### src/rtl/lfsr_range_gen.sv
// lfsr_range_gen: Fibonacci LFSR (8/16/32 bit) with seed load and a request/valid
// front end that returns a value uniformly in [lo,hi] by bounded rejection sampling.
// Optional macro LFSR_LOCKUP_GUARD_EN: replaces zero seeds and recovers a zero state with SEED.
module lfsr_range_gen #(
    parameter int unsigned LFSR_W  = 16,
    parameter int unsigned OUT_W   = 4,
    parameter logic [31:0] SEED    = 32'hACE1,
    parameter int unsigned MAX_TRY = 8
) (
    input  logic              clk,
    input  logic              rst_n,
    input  logic              seed_load,
    input  logic [LFSR_W-1:0] seed_in,
    input  logic              req,
    input  logic [OUT_W-1:0]  lo,
    input  logic [OUT_W-1:0]  hi,
    output logic              busy,
    output logic              valid,
    output logic [OUT_W-1:0]  dout,
    output logic              fallback
);

    localparam int unsigned TryW = (MAX_TRY > 1) ? $clog2(MAX_TRY) : 1;
    localparam logic [TryW-1:0] TryLast = TryW'(MAX_TRY - 1);
    localparam logic [LFSR_W-1:0] SeedVal = SEED[LFSR_W-1:0];
    localparam logic [31:0] TapsAll = (LFSR_W == 8)  ? 32'h0000_00B8 :
                                      (LFSR_W == 16) ? 32'h0000_B400 : 32'h8020_0003;
    localparam logic [LFSR_W-1:0] Taps = TapsAll[LFSR_W-1:0];

    if (LFSR_W != 8 && LFSR_W != 16 && LFSR_W != 32) begin : gen_bad_width
        $error("lfsr_range_gen: LFSR_W must be 8, 16 or 32");
    end
    if (OUT_W > LFSR_W || OUT_W < 1) begin : gen_bad_out_w
        $error("lfsr_range_gen: OUT_W must be in 1..LFSR_W");
    end
    if (MAX_TRY < 1) begin : gen_bad_max_try
        $error("lfsr_range_gen: MAX_TRY must be >= 1");
    end

    typedef enum logic [0:0] {StIdle, StDraw} state_e;

    state_e            st_q, st_d;
    logic [LFSR_W-1:0] lfsr_q, lfsr_d;
    logic [OUT_W-1:0]  lo_q, lo_d;
    logic [OUT_W-1:0]  span_q, span_d;
    logic [TryW-1:0]   try_q, try_d;
    logic [OUT_W-1:0]  dout_q, dout_d;
    logic              valid_q, valid_d;
    logic              fallback_q, fallback_d;

    logic              fb_bit;
    logic [LFSR_W-1:0] lfsr_step;
    logic [OUT_W-1:0]  mask;
    logic [OUT_W-1:0]  cand;
    logic              step_req;

    // LFSR feedback and the masked candidate drawn from the current state.
    always_comb begin
        fb_bit    = ^(lfsr_q & Taps);
        lfsr_step = {lfsr_q[LFSR_W-2:0], fb_bit};
        // Smear span downwards: smallest all-ones value covering span.
        mask = span_q;
        for (int i = 1; i < int'(OUT_W); i++) begin
            mask = mask | (mask >> i);
        end
        cand = lfsr_q[OUT_W-1:0] & mask;
    end

    // FSM next state, operand latch, result registers and LFSR next state.
    always_comb begin
        st_d       = st_q;
        lo_d       = lo_q;
        span_d     = span_q;
        try_d      = try_q;
        dout_d     = dout_q;
        valid_d    = 1'b0;
        fallback_d = fallback_q;
        step_req   = 1'b0;

        unique case (st_q)
            StIdle: begin
                if (req) begin
                    if (lo > hi) begin
                        lo_d   = hi;
                        span_d = lo - hi;
                    end else begin
                        lo_d   = lo;
                        span_d = hi - lo;
                    end
                    try_d    = '0;
                    step_req = 1'b1;
                    st_d     = StDraw;
                end
            end
            StDraw: begin
                if (cand <= span_q) begin
                    dout_d     = lo_q + cand;
                    valid_d    = 1'b1;
                    fallback_d = 1'b0;
                    st_d       = StIdle;
                end else if (try_q != TryLast) begin
                    step_req = 1'b1;
                    // A seed load replaces this step, so the attempt is not consumed.
                    if (!seed_load) begin
                        try_d = try_q + 1'b1;
                    end
                end else begin
                    dout_d     = lo_q + (cand & span_q);
                    valid_d    = 1'b1;
                    fallback_d = 1'b1;
                    st_d       = StIdle;
                end
            end
            default: st_d = StIdle;
        endcase

        lfsr_d = lfsr_q;
`ifdef LFSR_LOCKUP_GUARD_EN
        if (seed_load) begin
            lfsr_d = (seed_in == '0) ? SeedVal : seed_in;
        end else if (lfsr_q == '0) begin
            lfsr_d = SeedVal;
        end else if (step_req) begin
            lfsr_d = lfsr_step;
        end
`else
        if (seed_load) begin
            lfsr_d = seed_in;
        end else if (step_req) begin
            lfsr_d = lfsr_step;
        end
`endif
    end

    // State registers with synchronous active-low reset.
    always_ff @(posedge clk) begin
        if (!rst_n) begin
            st_q       <= StIdle;
            lfsr_q     <= SeedVal;
            lo_q       <= '0;
            span_q     <= '0;
            try_q      <= '0;
            dout_q     <= '0;
            valid_q    <= 1'b0;
            fallback_q <= 1'b0;
        end else begin
            st_q       <= st_d;
            lfsr_q     <= lfsr_d;
            lo_q       <= lo_d;
            span_q     <= span_d;
            try_q      <= try_d;
            dout_q     <= dout_d;
            valid_q    <= valid_d;
            fallback_q <= fallback_d;
        end
    end

    assign busy     = (st_q == StDraw);
    assign valid    = valid_q;
    assign dout     = dout_q;
    assign fallback = fallback_q;

endmodule

### config.mk
export PLATFORM = sky130hd
export DESIGN_NAME = lfsr_range_gen
export DESIGN_NICKNAME = d
export VERILOG_FILES = /design/src/rtl/lfsr_range_gen.sv
export SDC_FILE = /design/constraint.sdc
export NUM_CORES = 1
export LEC_CHECK = 0
export CAP_MARGIN = 20
export CORE_AREA = 2 2 71 99
export CTS_CLUSTER_SIZE = 28
export DETAILED_ROUTE_END_ITERATION = 7
export DIE_AREA = 0 0 73 101
export PLACE_DENSITY = 0.64
export SLEW_MARGIN = 5
export SYNTH_ARGS = -nofsm -noshare
export SYNTH_HDL_FRONTEND = slang
export SYNTH_SLANG_ARGS = --single-unit
### constraint.sdc
create_clock -name clk -period 5.2 [get_ports clk]
set_input_delay 0.78 -clock clk [delete_from_list [all_inputs] [get_ports clk]]
set_output_delay 0.78 -clock clk [all_outputs]
set_load 0.01 [all_outputs]
==> qor.yml <==
clocking:
  post_cts_buffers: 0
  clockBufferDepth: 2
  cts-hold-fix-buffers: 0
  numCtsBuffers: 5
  clk_latency_ps: 300
  tritoncts: "done"
  clk_pin_slew_ps: 70
  clock-sinks: 34
  root_buffer: "clkbuf_8"
  htreeDepth: 2
  cts_resized: 0
sta:
  finalWorstSetupSlack_ps: 2210
  relSlewSlack_pct: 47.9
  clock_skew_ps: 10.2
  hold_violations: 0
  slew_viol_final: 0
  whs_ps: 461
  fmax_mhz: 335
  min_period_ps: 2990
  period_share_pct: 57.4
  finalSetupViolCount: 0
  worstMarginPinSlew_ps: 782
  fin_setup_tns_ps: 0
  rsz0062_at_grt: "false"
setup_path:
  path_depth: 13
  crit_top_cell: "ha_1"
  reg2reg_depth: 13
  critPathMaxFanout: 5
  startpoint_type: "flip-flop"
  regToRegStartpoint: "span_q[3]"
  crit_family: "simple AND/OR/NAND/NOR gates"
  worst-setup-path-type: "reg -> reg"
  crit_required_ps: 5420
  path_cells: "nor3_2, nor2b_1, ha_1, nand4b_1, nor2_2, o21ai_2, mux2_2, ha_1, a21o_1, a21oi_1, xnor2_1, nand2_1, mux2i_1"
  end_kind: "flip-flop"
  crit_buf_inv: 0
  regToRegSetupSlack_ps: 2210
  max_stage_delay_ps: 390
  crit_slowest_cell: "mux2_2"
  r2r_end: "dout[3]"
  arrival_ps: 3210
power:
  power.total_mw: 0.806
  ir_worst_vdd_mv: 0.101
  power_density_nw_per_um2: 298
  leakage_nw: 1.05
layout:
  syn_to_final_growth_pct: 22.8
  drive_gt1_share_pct: 10.4
  diodes: 0
  final_nets: 324
routing:
  drc: 0
  num_vias: 1856
  drt-initial-drc-count: 99
  wl_per_cell_microns: 14.2
  vias_per_cell: 5.26
  dr.pass1.iters: 5
  wl_microns: 5010
  ant_nets: 0
hold_path:
  holdPathEnd: "dout[1]"
  min_path_cells: 2
  hp-class: "reg -> reg"
  hp-start: "dout[1]"
job:
  max_cap_violations: 0
synthesis:
  syn_area_sq_um: 2200
  ys.flop_type: "dfxtp_1"
  synth_warnings: 0
  synth.largest_area_cell: "dfxtp_1"
  synth_area_leaders: "dfxtp_1, ha_1, a211oi_1, mux2i_1, nor2_1"
  ys_seq_area_share_pct: 30.9
  synthCells: 251
  synth.net_count: 297
  synth-seq-cells: 34
  synthDistinctLibCells: 51
  synth_top_area_share_pct: 30.9
  synth.most_common_cell: "dfxtp_1"
  synthTopCellsByCount: "dfxtp_1, nor2_1"
  syn_avg_cell_area_sq_um: 8.78
  synth_edf_count: 0
  synthArstFlopShare_pct: 0
placed_design:
  port_buffers: 34
  place_ws_ps: 1960
  dp_hpwl_microns: 3580
  gp_congestion: 0.836
floorplan:
  fp.dieH_microns: 101
  die-area_sq_um: 7370
  dieWidth_microns: 73
  io_pins: 35
  rows: 35
  coreArea_sq_um: 6530
  initial_core_util_pct: 33.8
global_routing:
  grt_first_pass_wirelength_microns: 8430
  overflow: 0
  antenna_found_initial: 0
  grt_max_degree: 36
  grt.total_usage_pct: 14.5
  grt_pass1_vias: 1814
status:
  outcome: "finished clean"
==> stage by stage <==
| step | std cells | utilization, % | cell area, sq um |
|---|---|---|---|
| after global placement | 345 | 39.3 | 2560 |
| after detailed placement | 345 | 39.3 | 2560 |
| final | 353 | 41.5 | 2710 |
| after floorplan | 251 | - | 2200 |
| after global routing | 353 | 41.5 | 2710 |
| after CTS | 353 | 41.5 | 2710 |
==> report_power, final <==
| part | switching (mW) | internal [mW] |
|---|---|---|
| combinational | 0.108 | 0.0936 |
| sequential | 0.0169 | 0.283 |
| clock | 0.0994 | 0.204 |
==> cell type report <==
type | instances | area (sq um)
repair buffers | 36 | 355
well taps | 74 | 92.6
clock buffers | 6 | 82.6
multi-input cells | 186 | 1380
inverters | 15 | 56.3
fillers | 638 | 3820
clock inverters | 2 | 60.1
flip-flops and latches | 34 | 681
==> layout by cell type (no fill, tap or decap), drive strengths merged, types with 3 or more instances in the layout <==
cell           instances
nor2                  26
nor3                  15
o21a                   4
nor2b                  5
ha                    15
dfxtp                 34
nand2                 16
nand2b                 4
clkdlybuf4s50         34
fa                     3
a211oi                17
xnor2                  6
nand3                  5
o21ai                 13
a21oi                 16
inv                   15
a311oi                 7
clkbuf                 6
mux2i                 10
==> kinds of logic after synthesis <==
logic type	synth area share, %
XOR/XNOR	2.78
adder cells (fa/ha/maj)	11.2
buffers and inverters	6.58
AO/OA/AOI/OAI	24.3
flip-flops	30.9
multiplexers	5.05
AND/OR/NAND/NOR	19.2
==> worst max path at each step <==
stage          startpoint   endpoint  slack (ps)
2_1_floorplan   span_q[3]    dout[3]        2500
3_3_place_gp        lo[0]  span_q[2]        1990
3_5_place_dp        lo[0]  span_q[2]        1960
4_1_cts         span_q[3]    dout[3]        2220
5_1_grt         span_q[3]    dout[3]        1990
6_report        span_q[3]    dout[3]        2210
==> state kept, by name (all words and copies together) (netlist names) <==
| register | count |
|---|---|
| lfsr_q | 16 |
| lo_q | 4 |
| span_q | 4 |
| fallback | 1 |
| busy | 1 |
| dout | 4 |
| try_q | 3 |
| valid | 1 |
==> worst min-delay path, delay by kind of cell (launching register included) <==
kind / cells / cell delay [ps]
muxes: 1 / 50
DFF: 1 / 310
and+or+nand+nor: 1 / 50
==> metal layers <==
metal  share of wire (%)  wire length (microns)  up-vias  track usage, %
met3                 3.4                    170        8            2.60
li1                    -                      -      944               -
met4                 1.6                     80        0            5.98
met1                  44                   2230      866            17.4
met2                  50                   2530       38            25.0
met5                   0                      0        -               0
Note: power is estimated with default switching activity, not from simulation.
